<file path="src/rtl/jkff_bank_ctrl.sv">
// jkff_bank_ctrl: command sequencer for a bank of WIDTH jk flip-flops.
// Takes one command at a time over a valid/ready handshake and decodes it into
// per-bit j/k plus bank-wide active-low preset/clear. It keeps a shadow copy of
// the state the bank should hold and raises a sticky flag on any divergence.
//
// Handshake: a command is accepted on a posedge where cmd_valid and cmd_ready are
// both high. cmd_ready is high only in IDLE and never while rst is high. The
// command fields are captured at accept, so the source may change them on the
// next cycle without waiting for done.
module jkff_bank_ctrl #(
    parameter int WIDTH = 4,
    parameter int CNT_W = 8
) (
    input  logic             clk,
    input  logic             rst,
    input  logic             cmd_valid,
    output logic             cmd_ready,
    input  logic [2:0]       cmd_op,
    input  logic [WIDTH-1:0] cmd_data,
    input  logic [CNT_W-1:0] cmd_cnt,
    output logic [WIDTH-1:0] jk_j,
    output logic [WIDTH-1:0] jk_k,
    output logic             jk_pr,
    output logic             jk_cl,
    input  logic [WIDTH-1:0] q_fb,
    output logic [WIDTH-1:0] q_mirror,
    output logic             busy,
    output logic             done,
    output logic             err,
    output logic [2:0]       dbg_state
);

    localparam logic [2:0] OP_NOP    = 3'd0;
    localparam logic [2:0] OP_CLEAR  = 3'd1;
    localparam logic [2:0] OP_PRESET = 3'd2;
    localparam logic [2:0] OP_LOAD   = 3'd3;
    localparam logic [2:0] OP_UP     = 3'd4;
    localparam logic [2:0] OP_DOWN   = 3'd5;
    localparam logic [2:0] OP_TOGGLE = 3'd6;
    localparam logic [2:0] OP_HOLD   = 3'd7;

    typedef enum logic [2:0] {
        S_IDLE = 3'd0,
        S_CLR  = 3'd1,
        S_PRE  = 3'd2,
        S_LOAD = 3'd3,
        S_STEP = 3'd4,
        S_TOG  = 3'd5
    } state_t;

    state_t           r_state;
    logic [2:0]       r_op;
    logic [WIDTH-1:0] r_data;
    logic [CNT_W-1:0] r_cnt;
    logic [WIDTH-1:0] r_mirror;
    logic             r_done;
    logic             r_err;

    logic             w_accept;
    logic [WIDTH-1:0] w_up_t;
    logic [WIDTH-1:0] w_dn_t;
    logic [WIDTH-1:0] w_step_val;

    assign cmd_ready = (r_state == S_IDLE) & ~rst;
    assign w_accept  = cmd_valid & cmd_ready;
    assign busy      = (r_state != S_IDLE);
    assign done      = r_done;
    assign err       = r_err;
    assign q_mirror  = r_mirror;
    assign dbg_state = r_state;

    // Per-bit toggle enables for counting: a bit flips when all lower bits are 1 (up) or all 0 (down).
    always_comb begin
        logic v_all_one;
        logic v_all_zero;
        v_all_one  = 1'b1;
        v_all_zero = 1'b1;
        w_up_t     = '0;
        w_dn_t     = '0;
        for (int i = 0; i < WIDTH; i++) begin
            w_up_t[i]  = v_all_one;
            w_dn_t[i]  = v_all_zero;
            v_all_one  = v_all_one & r_mirror[i];
            v_all_zero = v_all_zero & ~r_mirror[i];
        end
    end

    // Next shadow value for one STEP edge, modulo 2^WIDTH.
    always_comb begin
        w_step_val = r_mirror;
        case (r_op)
            OP_UP:   w_step_val = r_mirror + WIDTH'(1);
            OP_DOWN: w_step_val = r_mirror - WIDTH'(1);
            default: w_step_val = r_mirror;
        endcase
    end

    // Bank drive decoded from the registered state; reset forces a clear on every edge.
    always_comb begin
        jk_j  = '0;
        jk_k  = '0;
        jk_pr = 1'b1;
        jk_cl = 1'b1;
        case (r_state)
            S_CLR:  jk_cl = 1'b0;
            S_PRE:  jk_pr = 1'b0;
            S_LOAD: begin
                jk_j = r_data;
                jk_k = ~r_data;
            end
            S_TOG: begin
                jk_j = r_data;
                jk_k = r_data;
            end
            S_STEP: begin
                if (r_op == OP_UP) begin
                    jk_j = w_up_t;
                    jk_k = w_up_t;
                end else if (r_op == OP_DOWN) begin
                    jk_j = w_dn_t;
                    jk_k = w_dn_t;
                end
            end
            default: ;
        endcase
        if (rst) begin
            jk_j  = '0;
            jk_k  = '0;
            jk_pr = 1'b1;
            jk_cl = 1'b0;
        end
    end

    // Sequencer FSM with shadow state, done pulse and sticky mismatch flag.
    always_ff @(posedge clk or posedge rst) begin
        if (rst) begin
            r_state  <= S_IDLE;
            r_op     <= OP_NOP;
            r_data   <= '0;
            r_cnt    <= '0;
            r_mirror <= '0;
            r_done   <= 1'b0;
            r_err    <= 1'b0;
        end else begin
            r_done <= 1'b0;
            // A CLEAR accept wins over a mismatch seen on the same edge.
            if (w_accept && (cmd_op == OP_CLEAR)) begin
                r_err <= 1'b0;
            end else if (q_fb != r_mirror) begin
                r_err <= 1'b1;
            end
            case (r_state)
                S_IDLE: begin
                    if (w_accept) begin
                        r_op   <= cmd_op;
                        r_data <= cmd_data;
                        r_cnt  <= cmd_cnt;
                        case (cmd_op)
                            OP_CLEAR:  r_state <= S_CLR;
                            OP_PRESET: r_state <= S_PRE;
                            OP_LOAD:   r_state <= S_LOAD;
                            OP_TOGGLE: r_state <= S_TOG;
                            OP_UP, OP_DOWN, OP_HOLD: begin
                                if (cmd_cnt == '0) begin
                                    r_done <= 1'b1;
                                end else begin
                                    r_state <= S_STEP;
                                end
                            end
                            default: r_done <= 1'b1;
                        endcase
                    end
                end
                S_CLR: begin
                    r_mirror <= '0;
                    r_state  <= S_IDLE;
                    r_done   <= 1'b1;
                end
                S_PRE: begin
                    r_mirror <= '1;
                    r_state  <= S_IDLE;
                    r_done   <= 1'b1;
                end
                S_LOAD: begin
                    r_mirror <= r_data;
                    r_state  <= S_IDLE;
                    r_done   <= 1'b1;
                end
                S_TOG: begin
                    r_mirror <= r_mirror ^ r_data;
                    r_state  <= S_IDLE;
                    r_done   <= 1'b1;
                end
                S_STEP: begin
                    r_mirror <= w_step_val;
                    r_cnt    <= r_cnt - CNT_W'(1);
                    if (r_cnt == CNT_W'(1)) begin
                        r_state <= S_IDLE;
                        r_done  <= 1'b1;
                    end
                end
                default: r_state <= S_IDLE;
            endcase
        end
    end

endmodule

</file>
<file path="config.mk">
export PLATFORM = sky130hd
export DESIGN_NAME = jkff_bank_ctrl
export DESIGN_NICKNAME = d
export VERILOG_FILES = /design/src/rtl/jkff_bank_ctrl.sv
export SDC_FILE = /design/constraint.sdc
export NUM_CORES = 1
export LEC_CHECK = 0
export ABC_AREA = 1
export CAP_MARGIN = 10
export CORE_MARGIN = 2
export CORE_UTILIZATION = 51
export CTS_CLUSTER_SIZE = 24
export DETAILED_ROUTE_END_ITERATION = 10
export DONT_BUFFER_PORTS = 1
export PLACE_DENSITY = 0.68
export SKIP_CTS_REPAIR_TIMING = 1
export SLEW_MARGIN = 10
export SYNTH_ARGS = -nofsm -noshare
export SYNTH_HDL_FRONTEND = slang
export SYNTH_SLANG_ARGS = --single-unit
</file>
<file path="constraint.sdc">
create_clock -name clk -period 4.26 [get_ports clk]
set_clock_uncertainty 0.05 [all_clocks]
set_input_delay 0.426 -clock clk [delete_from_list [all_inputs] [get_ports clk]]
set_output_delay 0.426 -clock clk [all_outputs]
set_load 0.02 [all_outputs]
</file>
==> metrics.md, run 1 <==
| Metric | Value |
|---|---|
| Status | finished clean |
| CP bufs+invs | 1 |
| Worst slack at placement | ~1.8 ns |
| Antenna violations before repair | 0 |
| DR vias/cell | 5.40 |
| Most common cell after layout, fill and taps aside | nand2_1 |
| CP Data Required Time | 3.78 ns |
| Cell Area, Synth | approximately 1800 sq um |
| Max Cap Viol | 0 |
| Clk sinks | 24 |
| Grt ovf | 0 |
| Synthesized net count | between 300 and 400 |
| Synthesis-to-finish area growth | 4.64% |
| Hold Path Class | input port to flip-flop |
| Post-synth EDFFs | 0 |
| Vias in the first global route | approximately 1,500 |
| CP max stage delay | around 0.58 ns |
| Root buffer cell | clkbuf_4 |
| Worst-path maximum fanout | 14 |
| Setup crit end kind | primary output |
| Fmax achieved | 358 MHz |
| Rel. slew slack | 0.633 |
| Starting Density | 0.538 |
| Layout net count | between 300 and 400 |
| Slowest CP cell | dfrtp_1 |
| Power density cells | ~710 nW/um^2 |
| RSZ-0062 raised after global routing | no |
| Clock slew at reported path FFs | about 0.14 ns |
| CTS tree | done |
| 1st-pass router iterations | 4 |
| Worst reg2reg path depth | 8 |
| Min-Delay Path Depth | 2 |
| Reg2reg start | dbg_state[0]$_DFFE_PP0P_ |
| Slew Viols, Final | 0 |
| Net Sw Frac | 0.523 |
| Final routed DRC violation total | 0 |
| Ys flop type | dfrtp_1 |
| HP Start | cmd_data[0] |
| H-tree Lvls | 1 |
| Tcrit/Tclk final | 0.656 |
| Most frequent cells in the layout | nand2_1, inv_1, nor2_1 |
| Die Ht | 63.5 microns |
| Critical-path cell list | nor2_4 -> nand2_2 -> inv_2 -> nand3_1 -> a21oi_1 -> a21oi_1 -> nor2_1 |
| Worst hold margin | around 0.16 ns |
| P_sw | ~710 uW |
| Minimum clock period | 2.79 ns |
| CTS Buf Count | 3 |
| Layout cells sized above 1 | 0.0507 |
| Skew-Pair Late Insertion Delay | 0.31 ns |
| Non-filler cells, final | roughly 320 |
| Post-Synthesis Cells | around 280 |
| Die X | between 60 and 70 microns |
| All-Layer GR Usage | 0.227 |
| Top-area cell type share of the netlist area | 0.332 |
| Sequential area share after synthesis | 0.332 |
| Via count | 1,738 |
| CP arrival | around 2.3 ns |
| Worst setup path class | flip-flop to primary output |
| ANT nets after route | 0 |
| Pint | approximately 640 uW |
| Routed WL | roughly 4300 microns |
| Worst Tran Pin Value | ~0.55 ns |
| Placer congestion estimate | 0.901 |
| Crit-path leading delay family | simple AND/OR/NAND/NOR gates |
| HPWL after DPL | ~3400 microns |
| Yosys warns | 0 |
| CP Launch Type | flip-flop |
| WL/cell | around 13 microns |
| First-pass GRT wire length | between 7000 and 8000 microns |
| Leak | 0.975 nW |
| FF-to-FF setup slack | 2.36 ns |
| Diode count | 0 |
| I/O Pins | 43 |
| DIE AREA | about 4000 sq um |
| Port-buffer cells | 0 |
| FF-to-FF End | r_cnt[5]$_DFFE_PP0P_ |
| Post-synth top area cell | dfrtp_1 |
| Hold EP | r_data[0]$_DFFE_PP0P_ |
| Dpl cells | 317 |
| Final setup vio count | 0 |
| Clk buf depth | 2 |
| Setup ws final | 1.47 ns |
| Most used cell, CP | a21oi_1 |
| Syn avg cell area | roughly 6.5 sq um |
| Yosys reg bits | 24 |
| Core area | 3360 sq um |
| Largest net degree at the start of global routing | 22 |
| Combinational power share | 0.515 |
| Async set or reset register ratio after synthesis | 1.00 |
| Total negative slack | 0 ns |
| Iteration-0 DRC count of the detailed router | approximately 100 |
| Row Count | 21 |
| Clock Power Share | 0.123 |
| Synth cell types | 30 |
| Flop pwr share | 0.362 |
| Ranking of synthesized cells by area | dfrtp_1, nand2_1, inv_1 |
| Peak VDD IR | ~0.00042 V |
| Final count of hold timing violations | 0 |
## power groups by stage
stage / sequential (mW) / clock (mW) / combinational, mW
after floorplan: 0.447 / 0 / 0.605
after global placement: 0.493 / 0 / 0.680
after detailed placement: 0.492 / 0 / 0.691
after CTS: 0.487 / 0.169 / 0.693
after global routing: 0.507 / 0.181 / 0.801
final: 0.489 / 0.167 / 0.696
## worst register-to-register path, stage by stage, from the launching register on
cell,delay [ns]
dfrtp_1,0.58
nor2_4,0.22
nand2_4,0.14
nor2_4,0.20
nand2_2,0.20
nand2_1,0.19
inv_1,0.10
nand2_1,0.06
nand3_1,0.07
## how the worst max path moves through the flow
stage                             startpoint       to  cells past startpoint
CTS                 dbg_state[0]$_DFFE_PP0P_  jk_j[2]                      7
detailed placement  dbg_state[0]$_DFFE_PP0P_  jk_j[2]                      7
global placement    dbg_state[0]$_DFFE_PP0P_  jk_j[2]                      7
global route        dbg_state[0]$_DFFE_PP0P_  jk_k[1]                      7
floorplan                                rst    jk_cl                      4
finish              dbg_state[0]$_DFFE_PP0P_  jk_k[1]                      7
## layer usage
metal | part of all wire | routed length (microns) | global-route usage
met5 | 0 | 0 | 0
met1 | 0.48 | 2070 | 0.330
met3 | 0.083 | 357 | 0.0643
met4 | 0.0093 | 40 | 0.0408
met2 | 0.43 | 1840 | 0.339
## flip-flops by register name, summed over array words and instances (netlist names)
signal	cells
r_op	3
err	1
r_cnt	8
dbg_state	3
r_data	4
done	1
q_mirror	4
## cell type report
class	count	area [sq um]
Sequential cell	24	601
Clock buffer	3	22.5
Tap cell	46	57.6
Clock inverter	1	30.0
Multi-Input combinational cell	204	1010
Fill cell	365	1470
Inverter	42	158
Timing Repair Buffer	2	17.5
## metrics by stage
step,power (mW),cell area [sq um],utilization
global placement,1.17,1830,0.544
global route,1.49,1890,0.563
finish,1.35,1890,0.563
detailed placement,1.18,1830,0.544
floorplan,1.05,1810,-
CTS,1.35,1880,0.560
## Yosys cell counts, types with 2 or more instances
master / number
a21oi_1: 13
dfrtp_1: 24
nor3_1: 7
o211ai_1: 2
o22ai_1: 2
nand2_2: 2
nand4_1: 5
clkbuf_1: 2
nor2_1: 30
nand3_1: 23
o21ai_0: 23
nor2_4: 2
buf_4: 2
inv_1: 41
xnor2_1: 2
xor2_1: 4
nand2_1: 73
ha_1: 3
o21ai_1: 4
buf_2: 2
o21ai_2: 2
## kinds of logic after synthesis
| logic type | synth area share |
|---|---|
| compound gates | 0.158 |
| xor+xnor | 0.0291 |
| fa+ha+maj | 0.0208 |
| buf+inv | 0.111 |
| flops | 0.332 |
| simple gates | 0.349 |
(Power assumes the default switching activity.)
==> inputs of run 2 (changes only) <==
Clock period 4.26 ns to 2.9 ns, I/O delays scaled along.
==> metrics.md, run 2 (synthesized netlist as in run 1, its figures left out) <==
| Metric | Value |
|---|---|
| RSZ-0062 raised after global routing | no |
| Rel. slew slack | 0.611 |
| Flop pwr share | 0.365 |
| Top reg by flops | r_cnt |
| Max reg flops | 8 |
| Antenna violations before repair | 0 |
| Status | finished clean |
| Min-Delay Path Depth | 2 |
| FF-to-FF setup slack | about 1.1 ns |
| Clock slew at reported path FFs | 0.14 ns |
| Worst reg2reg path depth | 8 |
| Clk buf depth | 2 |
| I/O Pins | 43 |
| ANT nets after route | 0 |
| Tcrit/Tclk final | 0.893 |
| 1st-pass router iterations | 6 |
| Fmax achieved | roughly 390 MHz |
| DR vias/cell | 5.47 |
| Worst Tran Pin Value | about 0.58 ns |
| Dpl cell area | 1840 sq um |
| Placer congestion estimate | 0.897 |
| Clock Power Share | 0.096 |
| Clk sinks | 24 |
| CP arrival | 2.25 ns |
| Final setup vio count | 0 |
| Setup crit end kind | primary output |
| First-pass GRT wire length | ~7700 microns |
| Row Count | 21 |
| P_sw | around 1.0 mW |
| Max Cap Viol | 0 |
| Peak VDD IR | a little over 0.0008 V |
| Die X | approximately 64 microns |
| Final routed DRC violation total | 0 |
| H-tree Lvls | 1 |
| Root buffer cell | clkbuf_4 |
| Routed WL | between 4000 and 5000 microns |
| DIE AREA | 4040 sq um |
| Via count | ~1,800 |
| Layout net count | 303 |
| Overall Power | slightly below 2 mW |
| FF-to-FF End | r_cnt[5]$_DFFE_PP0P_ |
| CTS tree | done |
| Slew Viols, Final | 0 |
| Most frequent cells in the layout | nand2_1, inv_1, nor2_1 |
| Total negative slack | 0 ns |
| Most common cell after layout, fill and taps aside | nand2_1 |
| Diode count | 0 |
| Core area | about 3400 sq um |
| Final count of hold timing violations | 0 |
| Pint | about 900 uW |
| CP Launch Type | flip-flop |
| CTS Buf Count | 3 |
| Hold Path Class | input port to flip-flop |
| Worst setup path class | flip-flop to primary output |
| Synthesis-to-finish area growth | 4.15% |
| Minimum clock period | about 2.6 ns |
| Skew-Pair Late Insertion Delay | ~0.32 ns |
| Vias in the first global route | approximately 1,700 |
| Grt ovf | 0 |
| Net Sw Frac | 0.538 |
| WL/cell | about 14 microns |
| All-Layer GR Usage | 0.240 |
| Starting Density | 0.538 |
| Reg2reg start | dbg_state[2]$_DFFE_PP0P_ |
| HP Start | cmd_data[2] |
| Power density cells | between 1000 and 1500 nW/um^2 |
| Leak | approximately 1 nW |
| Hold EP | r_data[2]$_DFFE_PP0P_ |
| HPWL after DPL | 3430 microns |
| Port-buffer cells | 0 |
| Worst-path maximum fanout | 14 |
| Iteration-0 DRC count of the detailed router | between 150 and 200 |
| Layout cells sized above 1 | 0.0542 |
| Combinational power share | 0.539 |
| Largest net degree at the start of global routing | 16 |
| Fin area | around 1900 sq um |
| CP Data Required Time | 2.56 ns |
| Die Ht | approximately 64 microns |
## run 2: cell types whose count changed in the layout (fill, tap and decap cells not counted)
cell       change
buf_4          +1
bufinv_16      -1
clkbuf_8       +1
## run 2: metal layers
layer	routed length, microns	track usage	share of wire
met1	2080	0.349	0.47
met2	1900	0.364	0.43
met3	388	0.0482	0.089
met4	18	0.0543	0.0041
met5	0	0	0
## run 2: final cells by class
cell class	count	area, sq um
Multi-Input combinational cell	204	1010
Clock buffer	4	36.3
Tap cell	46	57.6
Sequential cell	24	601
Timing Repair Buffer	3	25.0
Fill cell	355	1480
Inverter	42	158
## run 2: per-stage QoR
step	hold slack (ns)	util	std cells	setup slack, ns
after floorplan	0.350	-	277	1.04
after global placement	0.229	0.546	318	0.762
after detailed placement	0.225	0.546	318	0.710
after CTS	-0.139	0.557	322	0.331
after global routing	0.0333	0.560	323	0.132
final	0.0298	0.560	323	0.309
## run 2: critical path, stage by stage (launching register included)
cell and delay [ns]:
dfrtp_1 0.52, nor2_4 0.17, nand2_2 0.18, inv_2 0.26, nand3_1 0.20, a21oi_1 0.22
a21oi_1 0.07, nor2_1 0.31
## run 2: worst max-delay path by stage
stage,from,endpoint,slack (ns),cells past startpoint
6_report,dbg_state[1]$_DFFE_PP0P_,jk_k[1],0.31,7
5_1_grt,dbg_state[1]$_DFFE_PP0P_,jk_k[2],0.13,7
4_1_cts,dbg_state[1]$_DFFE_PP0P_,jk_k[1],0.33,7
3_5_place_dp,dbg_state[1]$_DFFE_PP0P_,jk_k[1],0.71,7
3_3_place_gp,dbg_state[1]$_DFFE_PP0P_,jk_j[2],0.76,7
2_1_floorplan,dbg_state[0]$_DFFE_PP0P_,jk_j[2],1.04,7
## run 2: power groups by stage
stage | logic, mW | registers (mW) | clock network [mW]
6_report | 1.04 | 0.703 | 0.186
5_1_grt | 1.21 | 0.726 | 0.205
4_1_cts | 1.03 | 0.701 | 0.189
3_5_place_dp | 1.03 | 0.708 | 0
3_3_place_gp | 1.02 | 0.706 | 0
2_1_floorplan | 0.889 | 0.656 | 0
